--- src/rtl/clock_sequencer.sv ---
// clock_sequencer: 1 ms timebase, RUN carry cascade and SET-mode field editing with auto-repeat and blink
module clock_sequencer #(
    parameter int TICK_DIV     = 50000,
    parameter int REPEAT_DELAY = 500,
    parameter int REPEAT_RATE  = 100,
    parameter int BLINK_HALF   = 250
) (
    input  logic       i_clk,
    input  logic       i_rst,
    input  logic       i_set,
    input  logic       i_up,
    input  logic       i_down,
    input  logic       i_left,
    input  logic       i_right,
    input  logic       i_ms_carryup,
    input  logic       i_sec_carryup,
    input  logic       i_min_carryup,
    output logic       o_ms_up,
    output logic       o_ms_down,
    output logic       o_sec_up,
    output logic       o_sec_down,
    output logic       o_min_up,
    output logic       o_min_down,
    output logic       o_hr_up,
    output logic       o_hr_down,
    output logic       o_set_mode,
    output logic [1:0] o_field,
    output logic       o_blink
);
    typedef enum logic {RUN, SET} state_t;
    localparam int PW = $clog2(TICK_DIV);
    localparam int RW = $clog2((REPEAT_DELAY > REPEAT_RATE ? REPEAT_DELAY : REPEAT_RATE) + 1);
    localparam int BW = $clog2(BLINK_HALF + 1);
    localparam logic [PW-1:0] PRE_LAST   = PW'(TICK_DIV - 1);
    localparam logic [RW-1:0] DELAY_LAST = RW'(REPEAT_DELAY - 1);
    localparam logic [RW-1:0] RATE_LAST  = RW'(REPEAT_RATE - 1);
    localparam logic [BW-1:0] BLINK_LAST = BW'(BLINK_HALF - 1);

    state_t          state, state_n;
    logic [PW-1:0]   pre, pre_n;
    logic [4:0]      hist;
    logic            rst_q;
    logic            ms_up_q, ms_up_n;
    logic [1:0]      field, field_n;
    logic            blink, blink_n;
    logic [BW-1:0]   blink_cnt, blink_cnt_n;
    logic            rep_act, rep_act_n;
    logic            rep_dir, rep_dir_n;
    logic            rep_rpt, rep_rpt_n;
    logic [RW-1:0]   rep_cnt, rep_cnt_n;
    logic [2:0]      up_q, up_n, down_q, down_n;
    logic            fire_up, fire_dn;
    logic [4:0]      btn, press;
    logic            set_p, up_p, down_p, left_p, right_p;
    logic            tick, run, live, move, rep_last, blink_last;
    logic [2:0]      sel;

    assign btn        = {i_set, i_up, i_down, i_left, i_right};
    assign press      = btn & ~hist;
    assign {set_p, up_p, down_p, left_p, right_p} = press;
    assign tick       = pre == PRE_LAST;
    assign run        = state == RUN;
    assign move       = left_p ^ right_p;
    assign rep_last   = rep_rpt ? rep_cnt == RATE_LAST : rep_cnt == DELAY_LAST;
    assign blink_last = blink_cnt == BLINK_LAST;
    assign sel        = 3'b001 << field;
    assign live       = ~i_rst & ~rst_q;

    // next-state, prescaler, cursor, blink and auto-repeat decisions
    always_comb begin
        state_n     = set_p ? (run ? SET : RUN) : state;
        pre_n       = (set_p || tick) ? '0 : pre + PW'(1);
        ms_up_n     = run && tick && !set_p;
        field_n     = field;
        blink_n     = blink;
        blink_cnt_n = blink_cnt;
        rep_act_n   = rep_act;
        rep_dir_n   = rep_dir;
        rep_rpt_n   = rep_rpt;
        rep_cnt_n   = rep_cnt;
        fire_up     = 1'b0;
        fire_dn     = 1'b0;
        if (set_p) begin
            field_n     = run ? 2'd0 : field;
            blink_n     = run;
            blink_cnt_n = '0;
            rep_act_n   = 1'b0;
        end else if (!run) begin
            if (tick) begin
                blink_cnt_n = blink_last ? '0 : blink_cnt + BW'(1);
                blink_n     = blink ^ blink_last;
            end
            if (move) begin
                field_n   = right_p ? (field == 2'd2 ? 2'd0 : field + 2'd1)
                                    : (field == 2'd0 ? 2'd2 : field - 2'd1);
                rep_act_n = 1'b0;
            end else if (i_up && i_down) begin
                rep_act_n = 1'b0;
            end else if (up_p || down_p) begin
                fire_up   = up_p;
                fire_dn   = down_p;
                rep_act_n = 1'b1;
                rep_dir_n = up_p;
                rep_rpt_n = 1'b0;
                rep_cnt_n = '0;
            end else if (rep_act && !(rep_dir ? i_up : i_down)) begin
                rep_act_n = 1'b0;
            end else if (rep_act && tick) begin
                rep_cnt_n = rep_last ? '0 : rep_cnt + RW'(1);
                rep_rpt_n = rep_rpt | rep_last;
                fire_up   = rep_last & rep_dir;
                fire_dn   = rep_last & ~rep_dir;
            end
        end
        up_n   = fire_up ? sel : 3'b000;
        down_n = fire_dn ? sel : 3'b000;
    end

    // state register with synchronous reset; button history loads 1 so held buttons are not presses
    always_ff @(posedge i_clk) begin
        if (i_rst) begin
            state     <= RUN;
            pre       <= '0;
            hist      <= '1;
            rst_q     <= 1'b1;
            ms_up_q   <= 1'b0;
            field     <= 2'd0;
            blink     <= 1'b0;
            blink_cnt <= '0;
            rep_act   <= 1'b0;
            rep_dir   <= 1'b0;
            rep_rpt   <= 1'b0;
            rep_cnt   <= '0;
            up_q      <= 3'b000;
            down_q    <= 3'b000;
        end else begin
            state     <= state_n;
            pre       <= pre_n;
            hist      <= btn;
            rst_q     <= 1'b0;
            ms_up_q   <= ms_up_n;
            field     <= field_n;
            blink     <= blink_n;
            blink_cnt <= blink_cnt_n;
            rep_act   <= rep_act_n;
            rep_dir   <= rep_dir_n;
            rep_rpt   <= rep_rpt_n;
            rep_cnt   <= rep_cnt_n;
            up_q      <= up_n;
            down_q    <= down_n;
        end
    end

    assign o_ms_up    = live & ms_up_q;
    assign o_ms_down  = 1'b0;
    assign o_sec_up   = live & ((run & i_ms_carryup) | up_q[0]);
    assign o_sec_down = live & down_q[0];
    assign o_min_up   = live & ((run & i_sec_carryup) | up_q[1]);
    assign o_min_down = live & down_q[1];
    assign o_hr_up    = live & ((run & i_min_carryup) | up_q[2]);
    assign o_hr_down  = live & down_q[2];
    assign o_set_mode = state == SET;
    assign o_field    = field;
    assign o_blink    = blink;
endmodule

--- config.mk ---
export PLATFORM = sky130hd
export DESIGN_NAME = clock_sequencer
export DESIGN_NICKNAME = d
export VERILOG_FILES = /design/src/rtl/clock_sequencer.sv
export SDC_FILE = /design/constraint.sdc
export NUM_CORES = 1
export LEC_CHECK = 0
export ABC_CLOCK_PERIOD_IN_PS = 3400
export BUFFER_PORTS_ARGS = -buffer_cell sky130_fd_sc_hd__clkbuf_2
export CAP_MARGIN = 20
export CORE_MARGIN = 2
export CORE_UTILIZATION = 57
export CTS_CLUSTER_SIZE = 12
export DETAILED_ROUTE_END_ITERATION = 8
export GPL_TIMING_DRIVEN = 0
export PLACE_DENSITY = 0.8
export SETUP_SLACK_MARGIN = 0.1
export SLEW_MARGIN = 20
export SYNTH_ARGS = -nofsm -noshare
export SYNTH_HDL_FRONTEND = slang
export SYNTH_SLANG_ARGS = --single-unit
--- constraint.sdc ---
create_clock -name i_clk -period 3.4 [get_ports i_clk]
set_clock_uncertainty 0.15 [all_clocks]
set_input_delay 0.68 -clock i_clk [delete_from_list [all_inputs] [get_ports i_clk]]
set_output_delay 0.68 -clock i_clk [all_outputs]
set_load 0.1 [all_outputs]
# After elaboration in Yosys (flattened, before gate mapping)

Index checks and enable logic that the tools add are counted.

Register bits after elaboration: 53
Input port bits: 10
Output and inout bits: 12

Muxes and demuxes: 40
$add $sub $neg: 5
Shift-type cells: 1
Equality and inequality tests: 7
Reductions and logical operators: 25
Bitwise gates (word level): 30

Operators with widths:

| operator                                            | count |
|---|---|
| 2-to-1 mux 9 bit                                    | 4 |
| 2-to-1 mux 1 bit                                    | 28 |
| adder 16 x 1 -> 16 bit, second input constant       | 1 |
| equality test 16 bit, second input constant         | 1 |
| 2-to-1 mux 2 bit                                    | 7 |
| AND 1 bit                                           | 13 |
| adder 9 x 1 -> 9 bit, second input constant         | 1 |
| equality test 9 x 7 -> 1 bit, second input constant | 1 |
| equality test 9 bit, second input constant          | 1 |
| NOT 1 bit                                           | 9 |
| adder 8 x 1 -> 8 bit, second input constant         | 1 |
| equality test 8 bit, second input constant          | 1 |
| 2-to-1 mux 8 bit                                    | 1 |
| nonzero test 2 bit                                  | 4 |
| OR reduction 2 bit                                  | 4 |
| AND reduction 2 bit                                 | 3 |
| AND reduction 6 bit                                 | 1 |
| AND 5 bit                                           | 1 |
| logical AND 1 bit                                   | 5 |
| NOT 5 bit                                           | 1 |
| AND reduction 5 bit                                 | 1 |
| != test 2 bit, second input constant                | 2 |
| bitwise OR 1 bit                                    | 4 |
| nonzero test 4 bit                                  | 1 |
| 9 further kinds                                     | 12 |

# Longest topological paths before layout

Depth after elaboration: 12
Gate-level depth with buffers: 7
Mapped depth without buffers: 7

# Least setup slack after synthesis

No wires, ideal clock.

Kind: reg-to-output
Start: register state, in the netlist o_set_mode
End: output port o_hr_up
Data arrival time: 3172 ps
Setup slack: -602 ps
Path buffers: 1
Stages on the path, launching flop included: 5
Cell sequence: dfxtp_1 > clkbuf_1 > inv_1 > a21oi_1 > nor3_1

Longest elaborated chain between the ends: 4

RTL lines:

| what                   | RTL line | text |
|---|---|---|
| from (decl)            | 39       | `state_t state, state_n;` |
| from (signal assigned) | 137      | `state <= state_n;` |
| NOT 1 bit              | 62       | `assign run = state == RUN;` |
| AND 1 bit              | 160      | `assign o_hr_up = live & ((run & i_min_carryup) \| up_q[2]);` |
| bitwise OR 1 bit       | 160      |  |
| AND 1 bit              | 160      |  |
| to (decl)              | 24       | `output logic o_hr_up,` |

Every way passes these cells.

# Final worst setup path

Start: input port i_rst
End: output port o_sec_up

Longest elaborated chain between the ends: 3

RTL lines:

| what        | RTL line | text |
|---|---|---|
| from (decl) | 9        | `input logic i_rst,` |
| NOT 1 bit   | 67       | `assign live = ~i_rst & ~rst_q;` |
| AND 1 bit   | 67       |  |
| AND 1 bit   | 156      | `assign o_sec_up = live & ((run & i_ms_carryup) \| up_q[0]);` |
| to (decl)   | 20       | `output logic o_sec_up,` |

Every way passes these cells.

==> results.toml <==
[status]
outcome = "finished, final reports clean"

[timing]
fin_tns_setup_ps = 0
fin_crit_sh_pct = 84.6
tightest_slew_ps = 654
setup_slack_ps = 523
rsz0062_at_grt = "false"
fmax_ghz = 0.348
setup_viol = 0
drv_slew = 0
finalCriticalPeriod_ps = 2880
relSlewSlack_pct = 56.1
hold_viol_final = 0

[die]
die_w_um = 72.0
rows = 24
core_um2 = 4410
die_h_um = 72.0
start_util_pct = 59.8
io_pins = 22
die-area_um2 = 5190

[route]
first_pass_iters = 4
drt-initial-drc-count = 128
num_vias = 2141
drc = 0
detail_route.wl_per_cell_um = 13.6
routed_via_density = 5.66
routed_wl_um = 5140
ant_nets = 0

[worst_setup_path]
worstPathArrival_ps = 2050
crit_family = "buffers and inverters"
crit_buf_inv = 4
startpoint_type = "input pin"
path_cells = "clkbuf_2 > clkbuf_1 > clkbuf_1 > nor3_2 > clkbuf_2"
crit_cells = 5
crit_required_ps = 2570
worst_r2r_path_depth = 5
cp_max_fo = 10
cp-end-kind = "output pin"
slowest_stage = "clkbuf_1"
slowest_delay_ps = 460
path_class = "input pin to output pin"

[place]
portBuffers = 20
place_congestion = 0.801
placed_cells = 370
dpl_worst_slack_ps = 508
dpl.hpwl_um = 3680
dpl_cell_area_um2 = 2820

[final_layout]
drive_gt1_share_pct = 16.9
finish.instance_area_um2 = 2910
diodes = 0
nNetsFinal = 345
syn_to_final_growth_pct = 10.2
stdcell_count = 378

[grt]
grt_pass1_wl_um = 8720
antenna_found_initial = 0
grt_pass1_vias = 1979
top_usage_layer = "met2"
grt_max_degree = 17
grtUsageMet3_pct = 5.00
met1_usage_pct = 26.3
grt_overflow = 0
met2_usage_pct = 36.9
grt_usage_pct = 21.4

[clock_tree]
clockRootBuffer = "clkbuf_8"
cts_max_level = 2
clk_path_buf_depth = 2
cts_setup_buffers = 0
clock-sinks = 53
cts_resized = 0
numCtsBuffers = 5
cts_hold_buf = 0
cts.clk_slew.worst_paths_ps = 90
cts_tree = "yes"
clock_latency_ps = 310

[logic_synthesis]
syn_avg_cell_area_um2 = 8.85
synth.area.top_cells = "dfxtp_1 (40%), nor2_1 (5.0%), ha_1 (4.7%)"
ys_seq_area_share_pct = 40.2
synth_nets = 318
async_flop_share_pct = 0
ys_ff_latch = 53
syn_area_um2 = 2640
synthesis.instances = 298
yosysTopAreaCell = "dfxtp_1"
synth_edf_count = 0
synth.most_common_cell = "dfxtp_1"
synth_warnings = 0
yosysTopAreaCellShare_pct = 40.2
ys.flop_type = "dfxtp_1"
netlist_top_cells_count = "dfxtp_1 (53), nor2_1 (35), nand2_1 (19), nand3_1 (19), xor2_1 (14)"
ys_types = 50

[job]
max_cap_viol_count = 0

[power_and_ir_drop]
power.density_nw_per_um2 = 373
vdd_drop_max_v = 0.000240
p_total_mw = 1.08
p_leak_nw = 1.05

[worst_hold_path]
min_delay_path_depth = 1
hp-class = "flip-flop to flip-flop"
[state kept, by name, summed over array words and instances, names as in the netlist]
signal / cells
pre: 16
ms_up_q: 1
rep_act: 1
o_blink: 1
rep_rpt: 1
o_set_mode: 1
rep_dir: 1
hist: 5
blink_cnt: 8
rst_q: 1
o_field: 2
up_q: 3
rep_cnt: 9
down_q: 3
[power breakdown]
group	total [mW]	internal, mW	switching, mW
combinational	0.106	0.0281	0.0776
sequential	0.636	0.629	0.00669
clock	0.343	0.145	0.198
[metal layers]
layer / vias up / wire, um
met5: - / 0
met4: 0 / 52
met2: 40 / 2470
li1: 1088 / -
met1: 1007 / 2440
met3: 6 / 172
[kinds of logic after synthesis]
| family | after synthesis | synth area share, % |
|---|---|---|
| multiplexers | 3 | 1.14 |
| XOR/XNOR | 23 | 7.64 |
| AO/OA/AOI/OAI | 41 | 12.0 |
| other | 1 | 0.142 |
| AND/OR/NAND/NOR | 143 | 29.9 |
| flip-flops | 53 | 40.2 |
| adder cells (fa/ha/maj) | 10 | 4.74 |
| buffers and inverters | 24 | 4.17 |
[per-stage QoR]
step	util [%]	hold slack [ps]
final	65.8	329
after global placement	63.8	294
after floorplan	-	278
after global routing	65.8	319
after CTS	65.8	323
after detailed placement	63.8	304
[cell usage in the layout (no fill, tap or decap), drive strengths merged, types with 6 or more instances in the layout]
cell type | Yosys | final
ha | 10 | 10
nor2 | 36 | 36
nand2 | 19 | 19
and2 | 13 | 13
a21oi | 11 | 11
xnor2 | 9 | 9
dfxtp | 53 | 53
nand4 | 7 | 7
inv | 10 | 10
clkbuf | 10 | 36
o311ai | 6 | 6
nor3 | 14 | 14
or2 | 7 | 7
nand3 | 19 | 19
nor2b | 7 | 7
xor2 | 14 | 14
[path summary, 6_finish.rpt]
kind	slack (ps)	end	start
max	520	o_sec_up	i_rst
min	330	pre[0]	pre[0]
max reg2reg	940	rep_cnt[7]	pre[12]
min reg2reg	330	pre[0]	pre[0]
[final cells by class]
cell class,instances,area [um^2]
Inverter,10,37.5
Timing Repair Buffer,20,100
Multi-Input combinational cell,221,1480
Tap cell,52,65.1
Sequential cell,53,1060
Clock buffer,6,72.6
Fill cell,381,1510
Clock inverter,2,15.0
Buffer,14,72.6
Power figures use the tool's default switching activity.
